[src/rtl/mem_stage_lsu_if.sv]
// ============================================================================
//  Module   : mem_stage_lsu_if
//  Purpose  : Data-memory req/ack port between the MEM-stage LSU and memory.
//  Revision : 1.0 - initial release
// ============================================================================
`default_nettype none

interface mem_stage_lsu_if;
    logic        dmem_req;
    logic        dmem_we;
    logic [31:0] dmem_addr;
    logic [31:0] dmem_wdata;
    logic [3:0]  dmem_wstrb;
    logic        dmem_ack;
    logic [31:0] dmem_rdata;

    modport master (
        output dmem_req, dmem_we, dmem_addr, dmem_wdata, dmem_wstrb,
        input  dmem_ack, dmem_rdata
    );

    modport slave (
        input  dmem_req, dmem_we, dmem_addr, dmem_wdata, dmem_wstrb,
        output dmem_ack, dmem_rdata
    );
endinterface

`default_nettype wire

[src/rtl/mem_stage_lsu.sv]
// ============================================================================
//  Module   : mem_stage_lsu
//  Purpose  : MEM-stage load/store unit: stalls the pipeline across a
//             multi-cycle req/ack access, formats loads, flags faults.
//  Revision : 1.0 - initial release
// ============================================================================
`default_nettype none

module mem_stage_lsu #(
    parameter int TIMEOUT = 16
) (
    input  logic                  clk,
    input  logic                  rst,
    input  logic                  mem_valid,
    input  logic                  mem_read,
    input  logic                  mem_write,
    input  logic [31:0]           mem_addr,
    input  logic [31:0]           mem_wdata_in,
    input  logic [2:0]            mem_funct3,
    mem_stage_lsu_if.master       dmem,
    output logic [31:0]           mem_read_data,
    output logic                  mem_stall,
    output logic                  mem_misalign,
    output logic                  mem_bus_err
);

    localparam int c_cnt_w = (TIMEOUT > 1) ? $clog2(TIMEOUT) : 1;
    localparam logic [c_cnt_w-1:0] c_cnt_last = c_cnt_w'(TIMEOUT - 1);

    typedef enum logic [1:0] {
        IDLE = 2'd0,
        BUSY = 2'd1,
        DONE = 2'd2
    } state_t;

    state_t               r_state;
    state_t               w_next;

    logic                 r_req;
    logic                 r_we;
    logic [31:0]          r_addr;
    logic [31:0]          r_wdata;
    logic [3:0]           r_wstrb;
    logic [31:0]          r_read_data;
    logic                 r_misalign;
    logic                 r_bus_err;
    logic [c_cnt_w-1:0]   r_cnt;
    logic [2:0]           r_funct3;
    logic [1:0]           r_lane;
    logic                 r_is_load;

    logic                 w_start;
    logic                 w_legal;
    logic                 w_aligned;
    logic                 w_go;
    logic                 w_fault;
    logic                 w_timeout;
    logic [31:0]          w_st_wdata;
    logic [3:0]           w_st_wstrb;
    logic [31:0]          w_rshift;
    logic [7:0]           w_byte;
    logic [15:0]          w_half;
    logic [31:0]          w_ld_data;

    assign w_start   = mem_valid & (mem_read | mem_write);
    assign w_go      = w_start & w_legal & w_aligned;
    assign w_fault   = w_start & ~(w_legal & w_aligned);
    assign w_timeout = (r_cnt == c_cnt_last);

    always_comb begin
        w_legal = 1'b0;
        if (mem_read) begin
            case (mem_funct3)
                3'b000, 3'b001, 3'b010, 3'b100, 3'b101: w_legal = 1'b1;
                default:                                w_legal = 1'b0;
            endcase
        end else if (mem_write) begin
            case (mem_funct3)
                3'b000, 3'b001, 3'b010: w_legal = 1'b1;
                default:                w_legal = 1'b0;
            endcase
        end
    end

    always_comb begin
        case (mem_funct3[1:0])
            2'b01:   w_aligned = ~mem_addr[0];
            2'b10:   w_aligned = (mem_addr[1:0] == 2'b00);
            default: w_aligned = 1'b1;
        endcase
    end

    // Store data is replicated across lanes; the strobe selects the live one.
    always_comb begin
        case (mem_funct3[1:0])
            2'b00: begin
                w_st_wdata = {4{mem_wdata_in[7:0]}};
                w_st_wstrb = 4'b0001 << mem_addr[1:0];
            end
            2'b01: begin
                w_st_wdata = {2{mem_wdata_in[15:0]}};
                w_st_wstrb = 4'b0011 << {mem_addr[1], 1'b0};
            end
            default: begin
                w_st_wdata = mem_wdata_in;
                w_st_wstrb = 4'b1111;
            end
        endcase
    end

    assign w_rshift = dmem.dmem_rdata >> {r_lane, 3'b000};
    assign w_byte   = w_rshift[7:0];
    assign w_half   = r_lane[1] ? dmem.dmem_rdata[31:16] : dmem.dmem_rdata[15:0];

    always_comb begin
        case (r_funct3)
            3'b000:  w_ld_data = {{24{w_byte[7]}}, w_byte};
            3'b100:  w_ld_data = {24'h0, w_byte};
            3'b001:  w_ld_data = {{16{w_half[15]}}, w_half};
            3'b101:  w_ld_data = {16'h0, w_half};
            default: w_ld_data = dmem.dmem_rdata;
        endcase
    end

    always_ff @(posedge clk or posedge rst) begin
        if (rst) r_state <= IDLE;
        else     r_state <= w_next;
    end

    // Stall is raised in IDLE only for an access that will really go to memory.
    always_comb begin
        w_next    = r_state;
        mem_stall = 1'b0;
        case (r_state)
            IDLE: begin
                if (w_go) begin
                    mem_stall = 1'b1;
                    w_next    = BUSY;
                end
            end
            BUSY: begin
                mem_stall = 1'b1;
                if (dmem.dmem_ack || w_timeout) w_next = DONE;
            end
            DONE:    w_next = IDLE;
            default: w_next = IDLE;
        endcase
    end

    always_ff @(posedge clk or posedge rst) begin
        if (rst) begin
            r_req       <= 1'b0;
            r_we        <= 1'b0;
            r_addr      <= 32'h0;
            r_wdata     <= 32'h0;
            r_wstrb     <= 4'h0;
            r_read_data <= 32'h0;
            r_misalign  <= 1'b0;
            r_bus_err   <= 1'b0;
            r_cnt       <= '0;
            r_funct3    <= 3'b000;
            r_lane      <= 2'b00;
            r_is_load   <= 1'b0;
        end else begin
            r_misalign <= 1'b0;
            r_bus_err  <= 1'b0;
            case (r_state)
                IDLE: begin
                    if (w_go) begin
                        r_req     <= 1'b1;
                        r_we      <= mem_write;
                        r_addr    <= {mem_addr[31:2], 2'b00};
                        r_wdata   <= w_st_wdata;
                        r_wstrb   <= mem_write ? w_st_wstrb : 4'h0;
                        r_cnt     <= '0;
                        r_funct3  <= mem_funct3;
                        r_lane    <= mem_addr[1:0];
                        r_is_load <= mem_read;
                    end else if (w_fault) begin
                        r_misalign  <= 1'b1;
                        r_read_data <= 32'h0;
                    end
                end
                BUSY: begin
                    if (dmem.dmem_ack) begin
                        r_req   <= 1'b0;
                        r_we    <= 1'b0;
                        r_wstrb <= 4'h0;
                        if (r_is_load) r_read_data <= w_ld_data;
                    end else if (w_timeout) begin
                        r_req       <= 1'b0;
                        r_we        <= 1'b0;
                        r_wstrb     <= 4'h0;
                        r_read_data <= 32'h0;
                        r_bus_err   <= 1'b1;
                    end else begin
                        r_cnt <= r_cnt + c_cnt_w'(1);
                    end
                end
                default: ;
            endcase
        end
    end

    assign dmem.dmem_req   = r_req;
    assign dmem.dmem_we    = r_we;
    assign dmem.dmem_addr  = r_addr;
    assign dmem.dmem_wdata = r_wdata;
    assign dmem.dmem_wstrb = r_wstrb;
    assign mem_read_data   = r_read_data;
    assign mem_misalign    = r_misalign;
    assign mem_bus_err     = r_bus_err;

endmodule

`default_nettype wire

[src/flat_wrapper.sv]
// flat-port wrapper written by rule: the top's interface ports become plain ports
module mem_stage_lsu_flat 
#(
    parameter int TIMEOUT = 16
)
  (clk, rst, mem_valid, mem_read, mem_write, mem_addr, mem_wdata_in, mem_funct3, mem_read_data, mem_stall, mem_misalign, mem_bus_err, dmem_dmem_req, dmem_dmem_we, dmem_dmem_addr, dmem_dmem_wdata, dmem_dmem_wstrb, dmem_dmem_ack, dmem_dmem_rdata);
  mem_stage_lsu_if dmem_i ();
  input  logic clk;
  input  logic rst;
  input  logic mem_valid;
  input  logic mem_read;
  input  logic mem_write;
  input  logic [31:0] mem_addr;
  input  logic [31:0] mem_wdata_in;
  input  logic [2:0] mem_funct3;
  output logic [31:0] mem_read_data;
  output logic mem_stall;
  output logic mem_misalign;
  output logic mem_bus_err;
  output wire logic [$bits(dmem_i.dmem_req)-1:0] dmem_dmem_req;
  output wire logic [$bits(dmem_i.dmem_we)-1:0] dmem_dmem_we;
  output wire logic [$bits(dmem_i.dmem_addr)-1:0] dmem_dmem_addr;
  output wire logic [$bits(dmem_i.dmem_wdata)-1:0] dmem_dmem_wdata;
  output wire logic [$bits(dmem_i.dmem_wstrb)-1:0] dmem_dmem_wstrb;
  input wire logic [$bits(dmem_i.dmem_ack)-1:0] dmem_dmem_ack;
  input wire logic [$bits(dmem_i.dmem_rdata)-1:0] dmem_dmem_rdata;
  assign dmem_dmem_req = dmem_i.dmem_req;
  assign dmem_dmem_we = dmem_i.dmem_we;
  assign dmem_dmem_addr = dmem_i.dmem_addr;
  assign dmem_dmem_wdata = dmem_i.dmem_wdata;
  assign dmem_dmem_wstrb = dmem_i.dmem_wstrb;
  assign dmem_i.dmem_ack = dmem_dmem_ack;
  assign dmem_i.dmem_rdata = dmem_dmem_rdata;
  mem_stage_lsu #(.TIMEOUT(TIMEOUT)) u_core (.clk(clk), .rst(rst), .mem_valid(mem_valid), .mem_read(mem_read), .mem_write(mem_write), .mem_addr(mem_addr), .mem_wdata_in(mem_wdata_in), .mem_funct3(mem_funct3), .dmem(dmem_i), .mem_read_data(mem_read_data), .mem_stall(mem_stall), .mem_misalign(mem_misalign), .mem_bus_err(mem_bus_err));
endmodule
[config.mk]
export PLATFORM = sky130hd
export DESIGN_NAME = mem_stage_lsu_flat
export DESIGN_NICKNAME = d
export VERILOG_FILES = /design/src/rtl/mem_stage_lsu_if.sv /design/src/rtl/mem_stage_lsu.sv /design/src/flat_wrapper.sv
export SDC_FILE = /design/constraint.sdc
export NUM_CORES = 1
export LEC_CHECK = 0
export CORE_ASPECT_RATIO = 0.75
export CORE_MARGIN = 2
export CORE_UTILIZATION = 48
export DETAILED_ROUTE_END_ITERATION = 8
export PLACE_DENSITY = 0.95
export SYNTH_ARGS = -nofsm -noshare
export SYNTH_HDL_FRONTEND = slang
export SYNTH_SLANG_ARGS = --single-unit
[constraint.sdc]
create_clock -name clk -period 8.05 [get_ports clk]
set_clock_uncertainty 0.15 [all_clocks]
set_input_delay 1.2075 -clock clk [delete_from_list [all_inputs] [get_ports clk]]
set_output_delay 1.2075 -clock clk [all_outputs]
set_load 0.05 [all_outputs]
-- Word-level counts from Yosys, hierarchy flattened
Cells that the tools add are included.
- RAM bits: 0
- latch bits: 0
- memory bits (read-only): 0
- output and inout bits: 105
- word-level logic and storage cells: 99
- flip-flop bits (word level): 114
- memories: 0
- input port bits: 105
- bitwise logic cells: 8
- equal/unequal tests: 19
- multipliers: 0
- shifts and indexed selects: 3
- divide/modulo/power cells: 0
- muxes and demuxes: 41
- add/sub/neg operators: 1
- magnitude comparators: 0
- reductions and logical operators: 14
- operator list (kind ; count):
    32-bit two-way mux ; 5
    32-bit case mux with 2 select lines ; 2
    32-bit case mux with 4 select lines ; 1
    32-bit by 5-bit >> shifter with 8-bit output ; 1
    4-bit two-way mux ; 7
    4-bit case mux with 2 select lines ; 3
    16-bit two-way mux ; 1
    1-bit two-way mux ; 15
    3-bit == test (second input constant) ; 4
    1-bit case mux with 2 select lines ; 4
    3-bit by 1-bit == test with 1-bit output (second input constant) ; 2
    2-bit zero test ; 3
    3-bit zero test ; 2
    2-bit by 1-bit inequality test with 1-bit output (second input constant) ; 3
    2-bit inequality test (second input constant) ; 3
    3-bit by 2-bit inequality test with 1-bit output (second input constant) ; 2
    1-bit bitwise AND ; 5
    5-bit AND reduction ; 1
    5-bit OR reduction ; 1
    4-bit by 1-bit adder with 4-bit output (second input constant) ; 1
    2-bit by 1-bit == test with 1-bit output (second input constant) ; 2
    4-bit == test (second input constant) ; 1
    2-bit two-way mux ; 2
    2-bit case mux with 2 select lines ; 1
    other kinds (12) ; 14

-- Logic depth before layout (Yosys ltp)
- depth after elaboration: 11
- mapped depth: 11
- mapped depth without buffers: 7

-- Least setup slack after synthesis
No wires, ideal clock.
- path kind: input -> output
- start point: in mem_funct3[1]
- end point: out mem_stall
- arrival time: 3092 ps
- cell stages on the path: 9
- slack: 3601 ps
- required time: 6693 ps
- path buffers: 2
- path through: clkbuf_1 > inv_1 > ha_1 > buf_4 > nor3_1 > o32ai_2 > and2_1 > a21oi_1 > nor2_1
- cells in the longest elaborated chain, start to end: 9
- elaborated cells between the ends (all ways): 18
- those cells by class: eq/ne (6); mux (7); bitwise (2); reduce/logical (3)
- ends and longest elaborated chain (what ; line ; source):
    start: declaration ; flat_wrapper.sv:15 ; input logic [2:0] mem_funct3;
    3-bit by 1-bit == test with 1-bit output (tied with other cells) ; mem_stage_lsu.sv:73, mem_stage_lsu.sv:78 ;
    3-bit OR reduction ; mem_stage_lsu.sv:78 ; case (mem_funct3)
    1-bit two-way mux ; mem_stage_lsu.sv:78 ;
    1-bit two-way mux ; mem_stage_lsu.sv:77 ; end else if (mem_write) begin
    1-bit two-way mux ; mem_stage_lsu.sv:72 ; if (mem_read) begin
    1-bit bitwise AND ; mem_stage_lsu.sv:66 ; assign w_go = w_start & w_legal & w_aligned;
    1-bit bitwise AND (*) ; mem_stage_lsu.sv:66 ;
    1-bit two-way mux (*) ; mem_stage_lsu.sv:136 ; if (w_go) begin
    1-bit case mux with 2 select lines (*) ; mem_stage_lsu.sv:134 ; case (r_state)
    end: declaration ; flat_wrapper.sv:17 ; output logic mem_stall;
Mark *: on every way between the ends. The rest lies on a longest branch, timed or not.

-- Final worst setup path
Same ends and word-level chain as after synthesis.

==> run metrics <==
status complete, no violations; RD Place Congestion 0.892; ratio of cells with drive above 1 in the final layout 0.0672; fin util 0.725; number of synthesized flops with an enable pin 0; WS Path Type input pin to primary output; die height 98.3 um; worst hold endpoint u_core.dmem.dmem_wdata[13]$_DFFE_PP0P_; via count 5,183; element type at the critical path end primary output; Synth top cells by count dfrtp_1 (114), nand2_1 (89), mux2_1 (49); die area 12,700 um^2; Multi-input gate area 2560 um^2; critical path startpoint category input pin; Reg area 2850 um^2; final worst-path cycle share 0.763; CTS Hold Bufs 0; I/O Buffers 207; Num CTS Buffers 17; Syn. warnings 0; dpl ws 1.96 ns; Clock Sinks 114; Seq cells post-synth 114; Worst EP required 6.69 ns; Top FF cell, synth dfrtp_1; clk root buf clkbuf_16; Cell Area, Synth 5690 um^2; HPWL Detailed 11.9 mm; worst-case vdd ir drop 0.309 mV; clock slew at reported path FFs 0.05 ns; Worst Hold Class flop to flop; FF-to-FF path depth 5; Synth top area share 0.502; antenna violations before repair 0; Fin. Hold Viols 0; number of global-route vias before repair 5,343; FILL cells 792; CTS resizes 0; ys async rst share 1.00; Leak 3.51 nW; R2R Setup Slk 5.41 ns; worst hold start u_core.dmem.dmem_wdata[13]$_DFFE_PP0P_; Max-Cap Viols 0; final number of max-transition violations 0; first-pass GRT wire length 27.2 mm; total track usage 0.273; Worst Max-Slew Pin Slew 1.19 ns; Worst slew margin 0.205; total grt overflow 0; most common cell in the netlist dfrtp_1; Via density 5.63; Final setup violation count 0; number of post-CTS setup repair buffers 0; Worst Path Max Fanout 21; worst hold stages 2; reg2reg end u_core.mem_read_data[13]$_DFFE_PP0P_; Nets 856; H-tree lvl count 4; Avg Cell Area, Syn 10.2 um^2; Layout area overhead 47.5%; Seq/Total Area, Yosys 0.502; core area 11,600 um^2; worst hold slack 0.327 ns; CTS tree done; largest area contributor in the netlist dfrtp_1; DR DRC count 0; Final min period 6.14 ns; initial cell density of the core 0.491; TNS Setup 0 ns; post-route ant nets 0; Worst R2R Start u_core.r_lane[1]$_DFFE_PP0P_; number of DRC markers in iteration 0 444; Fmax 163 MHz; Power Density 329 nW/um^2; Routed wire per std cell 18.7 um; # IOs 210; RSZ-0062 raised after global routing no; Die X-Extent 130 um; worst path arrival time 4.79 ns; Final WS setup 1.91 ns; ant diodes 0; Clock Path Buffers 2; drt total wl 17.2 mm; Synth area leaders dfrtp_1 (50%), mux2_1 (9.7%), nand2_1 (5.9%), a21oi_1 (4.1%), mux2i_1 (4.0%); post-synth cell types 42; pin count of the biggest net entering global routing 73; Syn Inst Count 559; TritonRoute pass-1 iters 6; Cell Rows 34; clock latency on the worst-skew pair 0.40 ns
-- power breakdown --
group / internal, mW / switching (mW) / leakage, nW
clock network: 0.537 / 0.278 / 0.297
logic: 0.387 / 0.733 / 1.76
registers: 0.711 / 0.109 / 1.46
-- layer usage --
layer | share of wire | up-vias | wire, um | global-route usage
li1 | - | 2355 | - | -
met1 | 0.39 | 2460 | 6790 | 0.329
met2 | 0.47 | 320 | 8120 | 0.448
met3 | 0.11 | 48 | 1850 | 0.104
met4 | 0.025 | 0 | 437 | 0.0976
met5 | 0 | - | 0 | 0
-- cell families after synthesis --
group           Yosys count  share of synthesized area
simple gates            164                      0.133
compound gates          148                      0.162
flops                   114                      0.502
mux                      74                      0.141
buf+inv                  53                     0.0504
fa+ha+maj                 5                     0.0110
other cells               1                   0.000659
-- worst max path at each step --
stage,from,to,depth (start not counted)
2_1_floorplan,mem_funct3[1],mem_stall,9
3_3_place_gp,mem_funct3[1],mem_stall,9
3_5_place_dp,mem_funct3[1],mem_stall,9
4_1_cts,mem_funct3[1],mem_stall,9
5_1_grt,mem_funct3[1],mem_stall,9
6_report,mem_funct3[1],mem_stall,9
-- critical path, stage by stage --
cell and delay (ns):
clkdlybuf4s50_1 0.74, inv_1 0.27, ha_1 0.82, nor3_1 0.17, o32ai_2 0.37, and2_1 0.22, a21oi_1 0.07, nor2_1 0.08
clkdlybuf4s50_1 0.83
-- sequential cells by signal, indices dropped and copies added (netlist names) --
signal / count
u_core.mem_misalign: 1
u_core.mem_bus_err: 1
u_core.r_funct3: 3
u_core.dmem.dmem_addr: 30
u_core.dmem.dmem_we: 1
u_core.mem_read_data: 32
u_core.r_is_load: 1
u_core.r_cnt: 4
u_core.r_lane: 2
u_core.r_state: 2
u_core.dmem.dmem_wdata: 32
u_core.dmem.dmem_req: 1
u_core.dmem.dmem_wstrb: 4
-- cell usage in the layout (no fill, tap or decap), types with 2 or more instances in the layout --
| master | count |
|---|---|
| inv_6 | 2 |
| buf_4 | 3 |
| inv_1 | 9 |
| nor3_1 | 4 |
| clkdlybuf4s50_1 | 207 |
| a21oi_1 | 47 |
| mux2_2 | 2 |
| nand3_1 | 18 |
| dfrtp_1 | 114 |
| or2_2 | 9 |
| clkinvlp_4 | 4 |
| o21ai_0 | 16 |
| nand2b_1 | 19 |
| o221ai_1 | 8 |
| and2_1 | 2 |
| clkbuf_16 | 17 |
| o21ai_1 | 29 |
| bufinv_16 | 4 |
| conb_1 | 2 |
| clkbuf_1 | 2 |
| nor2b_1 | 3 |
| clkbuf_8 | 2 |
| mux2i_1 | 23 |
| nand2_1 | 89 |
| nor2_1 | 13 |
| a31oi_1 | 3 |
| o31ai_1 | 29 |
| ha_1 | 5 |
| mux2_1 | 49 |
| a32oi_1 | 8 |
-- stage by stage --
step / instances / power (mW) / cell area, um^2
floorplan: 560 / 1.54 / 5690
global placement: 889 / 1.90 / 7750
detailed placement: 889 / 1.94 / 7750
CTS: 921 / 2.76 / 8390
global route: 921 / 2.87 / 8390
finish: 921 / 2.75 / 8390
-- final cells by class --
cell class / count / share of cell area
Tap cell: 162 / 0.0242
Sequential cell: 114 / 0.340
Timing Repair Buffer: 210 / 0.250
Clock inverter: 11 / 0.0210
Inverter: 10 / 0.00477
Clock buffer: 21 / 0.0549
Multi-Input combinational cell: 393 / 0.305
(Power assumes the default switching activity.)
